File: src/rtl/if_prefetch_unit.sv
// Instruction-fetch stage: owns the PC, issues word fetches to instruction memory, buffers
// returned words in a DEPTH-entry prefetch FIFO and presents them to decode over valid/ready.
// Define IF_EARLY_BRANCH_EN to resolve unconditional B/BR at fetch; otherwise every returned
// word is passed through untouched and the PC only advances by +4 or an external redirect.
module if_prefetch_unit #(
  parameter int unsigned DEPTH    = 4,
  parameter logic [31:0] RESET_PC = 32'h0
) (
  input  logic        clk,
  input  logic        reset,
  output logic        im_req,
  output logic [31:0] im_addr,
  input  logic [31:0] im_rdata,
  output logic        instr_valid,
  input  logic        instr_ready,
  output logic [31:0] instr_out,
  output logic [31:0] instr_pc,
  input  logic        redir_valid,
  input  logic [31:0] redir_pc,
  output logic [2:0]  br_addr,
  input  logic [31:0] br_value
);

  localparam int unsigned PtrW = $clog2(DEPTH);
  localparam int unsigned CntW = PtrW + 1;
  localparam logic [31:0] ResetPcAligned = {RESET_PC[31:2], 2'b00};

  typedef enum logic [0:0] {StRun, StHold} state_e;

  state_e            state_q, state_d;
  logic [31:0]       fetch_pc_q, fetch_pc_d;
  logic              rsp_valid_q, rsp_valid_d;
  logic [31:0]       rsp_pc_q, rsp_pc_d;
  logic [PtrW-1:0]   rd_ptr_q, rd_ptr_d;
  logic [PtrW-1:0]   wr_ptr_q, wr_ptr_d;
  logic [CntW-1:0]   count_q, count_d;
  logic [31:0]       head_instr_q, head_instr_d;
  logic [31:0]       head_pc_q, head_pc_d;
  logic [31:0]       mem_instr_q [DEPTH];
  logic [31:0]       mem_pc_q    [DEPTH];

  logic [CntW-1:0]   credit_sum;
  logic              credit_ok;
  logic              enq, deq, branch_act, head_bypass;
  logic              br_taken;
  logic [31:0]       br_target;

  assign im_addr     = fetch_pc_q;
  assign instr_valid = (count_q != '0);
  assign instr_out   = head_instr_q;
  assign instr_pc    = head_pc_q;

  // Credit check: a request is only issued if its response is guaranteed a FIFO slot.
  always_comb begin
    credit_sum = count_q + CntW'(rsp_valid_q);
    credit_ok  = (credit_sum < CntW'(DEPTH));
    state_d    = state_q;
    unique case (state_q)
      StRun:   if (!credit_ok) state_d = StHold;
      StHold:  if (credit_ok)  state_d = StRun;
      default: state_d = StRun;
    endcase
    im_req = credit_ok & ~reset;
  end

`ifdef IF_EARLY_BRANCH_EN
  localparam logic [6:0] OpB  = 7'b1100000;
  localparam logic [6:0] OpBr = 7'b1100010;

  logic [6:0]  opcode;
  logic [31:0] br_off, br_base, br_sum;
  logic        is_b, is_br;

  // Early decode of the word arriving from IM; BR reads its base register combinationally.
  always_comb begin
    opcode    = im_rdata[31:25];
    is_b      = rsp_valid_q && (opcode == OpB);
    is_br     = rsp_valid_q && (opcode == OpBr);
    br_off    = {{16{im_rdata[15]}}, im_rdata[15:0]};
    br_addr   = is_br ? im_rdata[24:22] : 3'b000;
    br_base   = is_br ? br_value : rsp_pc_q;
    br_sum    = br_base + br_off;
    br_target = {br_sum[31:2], 2'b00};
    br_taken  = is_b | is_br;
  end
`else
  logic unused_br_value;
  assign unused_br_value = ^br_value;

  // No early decode: words pass through and the register port is idle.
  always_comb begin
    br_addr   = 3'b000;
    br_target = '0;
    br_taken  = 1'b0;
  end
`endif

  // Next-state: PC selection, response tracking and FIFO pointers/head.
  always_comb begin
    // A redirect discards everything younger than itself, including a branch found this cycle.
    enq        = rsp_valid_q & ~redir_valid;
    deq        = instr_valid & instr_ready & ~redir_valid;
    branch_act = br_taken & ~redir_valid;

    // The request issued alongside a redirect or taken branch is wrong-path; drop its response.
    rsp_valid_d = im_req & ~redir_valid & ~branch_act;
    rsp_pc_d    = fetch_pc_q;

    fetch_pc_d = fetch_pc_q;
    if (redir_valid)     fetch_pc_d = {redir_pc[31:2], 2'b00};
    else if (branch_act) fetch_pc_d = br_target;
    else if (im_req)     fetch_pc_d = fetch_pc_q + 32'd4;

    rd_ptr_d = rd_ptr_q + PtrW'(deq);
    wr_ptr_d = wr_ptr_q + PtrW'(enq);
    count_d  = count_q + CntW'(enq) - CntW'(deq);
    if (redir_valid) begin
      rd_ptr_d = wr_ptr_q;
      wr_ptr_d = wr_ptr_q;
      count_d  = '0;
    end

    // Head register tracks the entry that will be at rd_ptr next cycle; when that entry is the
    // one being written right now it is taken straight from the response.
    head_bypass  = enq && (count_q == CntW'(deq));
    head_instr_d = head_instr_q;
    head_pc_d    = head_pc_q;
    if (count_d != '0) begin
      head_instr_d = head_bypass ? im_rdata : mem_instr_q[rd_ptr_d];
      head_pc_d    = head_bypass ? rsp_pc_q : mem_pc_q[rd_ptr_d];
    end
  end

  // Control and head state with synchronous reset.
  always_ff @(posedge clk) begin
    if (reset) begin
      state_q      <= StRun;
      fetch_pc_q   <= ResetPcAligned;
      rsp_valid_q  <= 1'b0;
      rsp_pc_q     <= '0;
      rd_ptr_q     <= '0;
      wr_ptr_q     <= '0;
      count_q      <= '0;
      head_instr_q <= '0;
      head_pc_q    <= '0;
    end else begin
      state_q      <= state_d;
      fetch_pc_q   <= fetch_pc_d;
      rsp_valid_q  <= rsp_valid_d;
      rsp_pc_q     <= rsp_pc_d;
      rd_ptr_q     <= rd_ptr_d;
      wr_ptr_q     <= wr_ptr_d;
      count_q      <= count_d;
      head_instr_q <= head_instr_d;
      head_pc_q    <= head_pc_d;
    end
  end

  // FIFO storage; contents are only meaningful below count_q, so no reset is needed.
  always_ff @(posedge clk) begin
    if (enq) begin
      mem_instr_q[wr_ptr_q] <= im_rdata;
      mem_pc_q[wr_ptr_q]    <= rsp_pc_q;
    end
  end

endmodule

File: config.mk
export PLATFORM = sky130hd
export DESIGN_NAME = if_prefetch_unit
export DESIGN_NICKNAME = d
export VERILOG_FILES = /design/src/rtl/if_prefetch_unit.sv
export SDC_FILE = /design/constraint.sdc
export NUM_CORES = 1
export LEC_CHECK = 0
export BUFFER_PORTS_ARGS = -buffer_cell sky130_fd_sc_hd__buf_2
export CAP_MARGIN = 20
export CORE_AREA = 2 2 209 211
export CTS_CLUSTER_SIZE = 40
export DETAILED_ROUTE_END_ITERATION = 16
export DIE_AREA = 0 0 211 213
export GPL_TIMING_DRIVEN = 0
export PLACE_DENSITY_LB_ADDON = 0.12
export SYNTH_ARGS = -nofsm -noshare
export SYNTH_HDL_FRONTEND = slang
export SYNTH_SLANG_ARGS = --single-unit
File: constraint.sdc
create_clock -name clk -period 6 [get_ports clk]
set_clock_uncertainty 0.15 [all_clocks]
set_input_delay 0 -clock clk [delete_from_list [all_inputs] [get_ports clk]]
set_output_delay 0 -clock clk [all_outputs]
set_load 0.02 [all_outputs]
==> results of run 1 <==
## metal layers
| layer | vias to the layer above | wire length, microns | track usage [%] |
|---|---|---|---|
| li1 | 4201 | - | - |
| met1 | 4463 | 17220 | 23.02 |
| met2 | 234 | 17340 | 27.16 |
| met3 | 42 | 1934 | 4.059 |
| met4 | 0 | 548 | 3.837 |
| met5 | - | 0 | 0 |
## worst max-delay path, delay by kind of cell
kind	cells	cell delay, ns
buffers and inverters	9	2.70
xor gates and xnor gates	2	0.33
adders and majority gates	3	0.76
and+or+nand+nor	1	0.33
AOI/OAI and AO/OA	2	0.74
## cell type report
type                       count  area (sq um)
buffer                        69         407.9
antenna                        1         2.502
tap                          546         683.2
clock buffer                  55          1184
inverter                      15         56.30
timing repair buffer         245          1748
clock inverter                24         269.0
multi-input combinational    483          4297
fill                        3897         24000
sequential                   378         10050
## where the power goes
part	internal (W)	switching, W	total [W]	leakage [nW]
logic	0.000196	0.000269	0.000465	2.59
registers	0.00284	0.0000597	0.00290	3.32
clock network	0.00165	0.00104	0.00269	0.716
total	0.00469	0.00137	0.00606	6.62
## state kept, by name (all words and copies together), names as in the netlist
register / cells
im_addr: 30
rsp_valid_q: 1
instr_pc: 30
wr_ptr_q: 2
count_q: 3
mem_pc_q: 120
mem_instr_q: 128
instr_out: 32
rd_ptr_q: 2
rsp_pc_q: 30
## repair_timing
action / CTS / global route
hold endpoints to repair: 207 / 0
hold buffers: 67 / 0
buffers inserted: 0 / 0
## layout by cell type, fill, tap and decap left out, types with 6 or more instances in the layout
| master | n |
|---|---|
| edfxtp_1 | 248 |
| buf_2 | 169 |
| dfxtp_1 | 130 |
| nor2_1 | 100 |
| a211oi_1 | 78 |
| dlygate4sd3_1 | 67 |
| mux2i_1 | 64 |
| mux4_2 | 62 |
| clkbuf_16 | 45 |
| clkbuf_1 | 41 |
| nor2b_1 | 28 |
| buf_6 | 24 |
| xnor2_1 | 21 |
| nand2_1 | 14 |
| inv_1 | 14 |
| nor4_1 | 14 |
| nor3_1 | 13 |
| buf_4 | 12 |
| nand3_1 | 11 |
| nor4_2 | 10 |
| clkinv_2 | 10 |
| and3_1 | 9 |
| conb_1 | 7 |
| nand4_1 | 6 |
| clkinv_1 | 6 |
| bufinv_16 | 6 |
## how the worst max path moves through the flow
stage | from | endpoint | slack (ns) | cells after the start
floorplan | rsp_valid_q | mem_instr_q[2][0] | 0.29 | 2
global placement | rsp_valid_q | mem_instr_q[2][28] | -4.46 | 2
CTS | redir_valid | instr_pc[18] | 1.28 | 17
global route | redir_valid | instr_pc[14] | 1.11 | 17
finish | redir_valid | instr_pc[18] | 1.40 | 17
detailed placement | redir_valid | instr_pc[16] | 1.32 | 16
## cells in the mapped netlist (all sizes together), types with 2 or more instances
| master | count |
|---|---|
| nand2 | 14 |
| a21oi | 2 |
| o2bb2ai | 2 |
| edfxtp | 248 |
| ha | 5 |
| nand3 | 11 |
| xnor2 | 21 |
| nor3 | 14 |
| a31oi | 4 |
| o21ai | 3 |
| mux2i | 65 |
| and4 | 4 |
| xor2 | 4 |
| nand4 | 7 |
| nor2b | 28 |
| nor2 | 101 |
| buf | 36 |
| a2111oi | 2 |
| mux4 | 62 |
| and2 | 5 |
| inv | 15 |
| clkbuf | 33 |
| and3 | 10 |
| or3 | 2 |
| a211oi | 78 |
| nor4 | 24 |
| a311oi | 3 |
| dfxtp | 130 |
## stage by stage
stage / setup slack (ns) / hold WS [ns] / total power [W] / util (%) / cells
2_1_floorplan: 0.2918 / -0.05113 / 0.003217 / - / 945
3_3_place_gp: -4.461 / 0.08808 / 0.003395 / 38.09 / 1649
3_5_place_dp: 1.319 / 0.09141 / 0.003401 / 38.79 / 1668
4_1_cts: 1.280 / 0.01845 / 0.006149 / 43.77 / 1814
5_1_grt: 1.115 / 0.06076 / 0.006309 / 43.78 / 1815
6_report: 1.405 / 0.04631 / 0.006063 / 43.79 / 1816
## cell families after synthesis
family / synth area share (%)
AOI/OAI and AO/OA: 4.932
xor gates and xnor gates: 1.483
adders and majority gates: 0.5593
buffers and inverters: 3.144
DFF: 68.06
muxes: 13.95
other: 0.02540
and+or+nand+nor: 7.847
==> impl_metrics.csv, run 1 <==
group,metric,value,unit
cts,cts_resized,0,
cts,cts-root-buf,"clkbuf_16",
floorplan,initial_core_util,34.58,%
cells_and_area,stdcell_area,0.01870,sq mm
floorplan,die_x,211,microns
hold_path,min_to,"instr_out[31]",
place,gp_congestion,0.7726,
synthesis,syn_area,0.01477,sq mm
global_routing,grt_max_degree,41,
cts,path_clk_slew,0.06,ns
global_routing,antenna_found_initial,2,
floorplan,die_area,0.04494,sq mm
detailed_routing,via_count,8940,
synthesis,synth_edf_count,248,
synthesis,async_flop_share,0,%
synthesis,yosysTopAreaCell,"edfxtp_1",
detailed_routing,wirelength,37050,microns
setup_path,cp_common_cell,"clkbuf_1",
cts,clk-insertion-delay-late,0.56,ns
setup_path,cp.arrival,4.85,ns
setup_path,r2r-end,"instr_pc[18]",
synthesis,ys.flop_type,"edfxtp_1",
synthesis,yosysWarningCount,0,
cells_and_area,syn_to_final_growth,26.62,%
cells_and_area,drive_gt1_share,28.29,%
outcome,status,"finished, final reports clean",
cts,cts_buffers,43,
setup_path,reg2regPathDepth,13,
cts,clock_path_buffers,3,
global_routing,grt.overflow.total,0,
place,place_hpwl,24710,microns
sta,period_needed,4.595,ns
place,placedInstanceArea,0.01656,sq mm
synthesis,yosys_register_bits,378,
setup_path,critical_path.max_stage_delay,0.59,ns
setup_path,critical-path-slowest-cell,"a31oi_2",
global_routing,grt_pass1_wl,56630,microns
setup_path,crit_chain,"dlygate4sd3_1 > buf_6 > inv_2 > clkbuf_1 > clkbuf_1 > and3_1 > ha_1 > inv_1 > ha_1 > inv_1 > fa_1 > xor2_1 > xnor2_1 > a31oi_2 > buf_2 > clkbuf_1 > a211oi_1",
hold_path,hold-path-cell-count,6,
setup_path,cp-start-kind,"input pin",
detailed_routing,drtPass1Iterations,5,
setup_path,crit_path_max_fanout,10,
setup_path,criticalPathCategory,"in2reg",
floorplan,coreArea,0.04270,sq mm
sta,max_freq,217.6,MHz
synthesis,ys_seq_area_share,68.06,%
hold_path,min_from,"instr_ready",
setup_path,cp-end-kind,"register",
floorplan,rows,76,
detailed_routing,ant_nets,0,
setup_path,timing.rr.start,"count_q[2]",
synthesis,yosys.area.top_type_share,50.44,%
cts,cts_tree,"done",
sta,rsz0062_at_grt,"false",
detailed_routing,route.detailed.drc,0,
sta,hold_viol,0,
place,io_buffers,158,
power,cellLeakagePower,6.624,nW
sta,slew_headroom,31.63,%
synthesis,synth_cell_types,44,
synthesis,synthTopCellsByArea,"edfxtp_1 (50%), dfxtp_1 (18%), mux4_2 (9.5%)",
sta,maxSlewViolCount,0,
setup_path,worst_ep_required_time,6.26,ns
cts,cts_max_level,2,
cells_and_area,finalNetCount,1341,
power,power_density,324.3,mW/mm^2
hold_path,hold_class,"in2reg",
cts,clkSinkCount,378,
synthesis,syn_inst,939,
setup_path,reg2reg_slack,1.79,ns
floorplan,die_y,213,microns
flow_run,maxCapViolCount,0,
global_routing,grt_usage,16.82,%
floorplan,ios,201,
sta,tns,0,ns
synthesis,syn_area_per_cell,15.72,sq um
detailed_routing,first_iter_violations,470,
global_routing,grt_pass1_vias,9301,
sta,finalCritPeriodShare,76.59,%
sta,setup_viol,0,
detailed_routing,drt-wirelength-per-cell,20.40,microns
power,ir_drop,0.0001411,V
detailed_routing,viasPerCell,4.923,
sta,worstMarginPinSlew,1.020,ns
(Power assumes the default switching activity.)
==> inputs of run 2 (changes only) <==
Clock period 6 ns to 4.4 ns, I/O delays scaled along.
==> impl_metrics.csv, run 2 (same netlist as run 1, synthesis figures left out) <==
group,metric,value,unit
detailed_routing,ant_nets,0,
detailed_routing,via_count,8866,
power,ir_drop,0.0002052,V
cells_and_area,drive_gt1_share,28.11,%
power,p_sw_share,22.71,%
global_routing,grt_max_degree,41,
place,io_buffers,158,
power,cellLeakagePower,6.604,nW
setup_path,cp.arrival,4.34,ns
detailed_routing,viasPerCell,4.901,
cells_and_area,top_register,"mem_instr_q",
power,p_sw,0.001857,W
global_routing,grt_pass1_vias,9099,
cts,clock_path_buffers,3,
cts,cts_buffers,44,
hold_path,hold-path-cell-count,6,
detailed_routing,drt-wirelength-per-cell,20.27,microns
setup_path,cp-start-kind,"register",
floorplan,initial_core_util,34.58,%
place,gp_congestion,0.7634,
floorplan,coreArea,0.04270,sq mm
power,combPwrFrac,7.8,%
cells_and_area,diodes,0,
setup_path,criticalPathCategory,"reg2reg",
cells_and_area,layout_common_cells,"edfxtp_1 (248), buf_2 (169), dfxtp_1 (130), nor2_1 (100), a211oi_1 (78)",
sta,finalCritPeriodShare,92.98,%
setup_path,reg2reg_slack,0.31,ns
cts,cts_max_level,2,
cts,clk-insertion-delay-late,0.55,ns
cells_and_area,final_common_cell,"edfxtp_1",
setup_path,cp-end-kind,"register",
cells_and_area,fin_cells,1809,
global_routing,grt_usage,16.67,%
cts,clkSinkCount,378,
cells_and_area,syn_to_final_growth,26.67,%
cts,path_clk_slew,0.06,ns
place,placedInstanceArea,0.01658,sq mm
sta,holdWs,0.04450,ns
sta,worstMarginPinSlew,1.118,ns
power,power_density,437.3,mW/mm^2
floorplan,ios,201,
power,p_total,0.008179,W
global_routing,grt_pass1_wl,55830,microns
detailed_routing,drtPass1Iterations,5,
detailed_routing,first_iter_violations,566,
sta,maxSlewViolCount,0,
sta,period_needed,4.091,ns
cells_and_area,largest_register_ffs,128,
detailed_routing,wirelength,36670,microns
flow_run,maxCapViolCount,0,
setup_path,timing.rr.start,"count_q[2]",
sta,slew_headroom,24.94,%
cts,cts-root-buf,"clkbuf_16",
sta,max_freq,244.4,MHz
global_routing,antenna_found_initial,0,
sta,rsz0062_at_grt,"false",
global_routing,grt.overflow.total,0,
power,internal_power,0.006322,W
floorplan,die_y,213,microns
setup_path,crit_path_max_fanout,10,
setup_path,reg2regPathDepth,13,
floorplan,rows,76,
detailed_routing,route.detailed.drc,0,
cells_and_area,stdcell_area,0.01870,sq mm
sta,tns,0,ns
floorplan,die_x,211,microns
cts,cts_tree,"done",
floorplan,die_area,0.04494,sq mm
outcome,status,"finished, final reports clean",
hold_path,min_to,"instr_out[31]",
power,p_seq_share,48.4,%
place,place_inst,1662,
place,place_hpwl,24290,microns
setup_path,worst_ep_required_time,4.65,ns
hold_path,hold_class,"in2reg",
cells_and_area,finalNetCount,1336,
sta,setup_viol,0,
power,p_clk_share,43.7,%
setup_path,r2r-end,"instr_pc[18]",
sta,hold_viol,0,
hold_path,min_from,"instr_ready",
run 2: cell types whose count changed in the layout (fill, tap and decap cells not counted), sizes merged:
cell	change
clkinvlp	-1
bufinv	-4
diode	-1
dlygate4sd3	+1
inv	+1
clkinv	-5
buf	-7
clkbuf	+9
run 2: worst max-delay path: stages (launching register included):
cell	delay, ns
dfxtp_1	0.38
or3_1	0.46
and3_1	0.23
ha_1	0.27
inv_1	0.05
ha_1	0.12
inv_1	0.04
fa_1	0.37
xor2_1	0.16
xnor2_1	0.19
a31oi_4	0.44
buf_2	0.40
clkbuf_1	0.51
a211oi_1	0.15
run 2: stage by stage:
step	utilization [%]	setup slack [ns]
final	43.80	0.3090
after CTS	43.80	0.2139
after global routing	43.80	0.04432
after floorplan	-	0.5721
after global placement	38.11	-2.148
after detailed placement	38.83	-0.2835
run 2: layout make-up:
cell class	instances	area, sq um
fillers	3844	23990
flip-flops and latches	378	10050
multi-input cells	483	4318
repair buffers	239	1752
clock buffers	64	1308
well taps	546	683.2
plain buffers	69	407.9
clock inverters	15	128.9
inverters	15	56.30
run 2: how the worst max path moves through the flow:
| stage | end | start | depth (start not counted) | slack [ns] |
|---|---|---|---|---|
| final | instr_pc[18] | count_q[2] | 13 | 0.31 |
| after CTS | instr_pc[13] | count_q[2] | 13 | 0.21 |
| after global placement | mem_instr_q[1][27] | rsp_valid_q | 4 | -2.15 |
| after global routing | instr_pc[14] | count_q[2] | 13 | 0.04 |
| after detailed placement | instr_pc[14] | redir_valid | 16 | -0.28 |
| after floorplan | mem_instr_q[1][0] | rsp_valid_q | 4 | 0.57 |
run 2: timing repair:
item                                    4_1_cts  5_1_grt
hold endpoints to repair                    206        0
setup buffers                                 0        0
resized for setup                             1        0
hold buffers                                 68        0
endpoints found under the setup margin        3        0
run 2: power groups by stage:
stage               sequential [W]  clock, W  combinational, W
CTS                        0.00396   0.00370          0.000653
finish                     0.00396   0.00358          0.000640
global route               0.00398   0.00384          0.000700
floorplan                  0.00409         0          0.000292
global placement           0.00404         0          0.000590
detailed placement         0.00404         0          0.000603
run 2: metal layers:
metal	vias to the layer above	part of all wire (%)	GRT usage, %
li1	4194	-	-
met4	0	1.8	4.881
met3	50	4.7	2.883
met5	-	0	0
met2	221	46	26.72
met1	4401	47	23.31
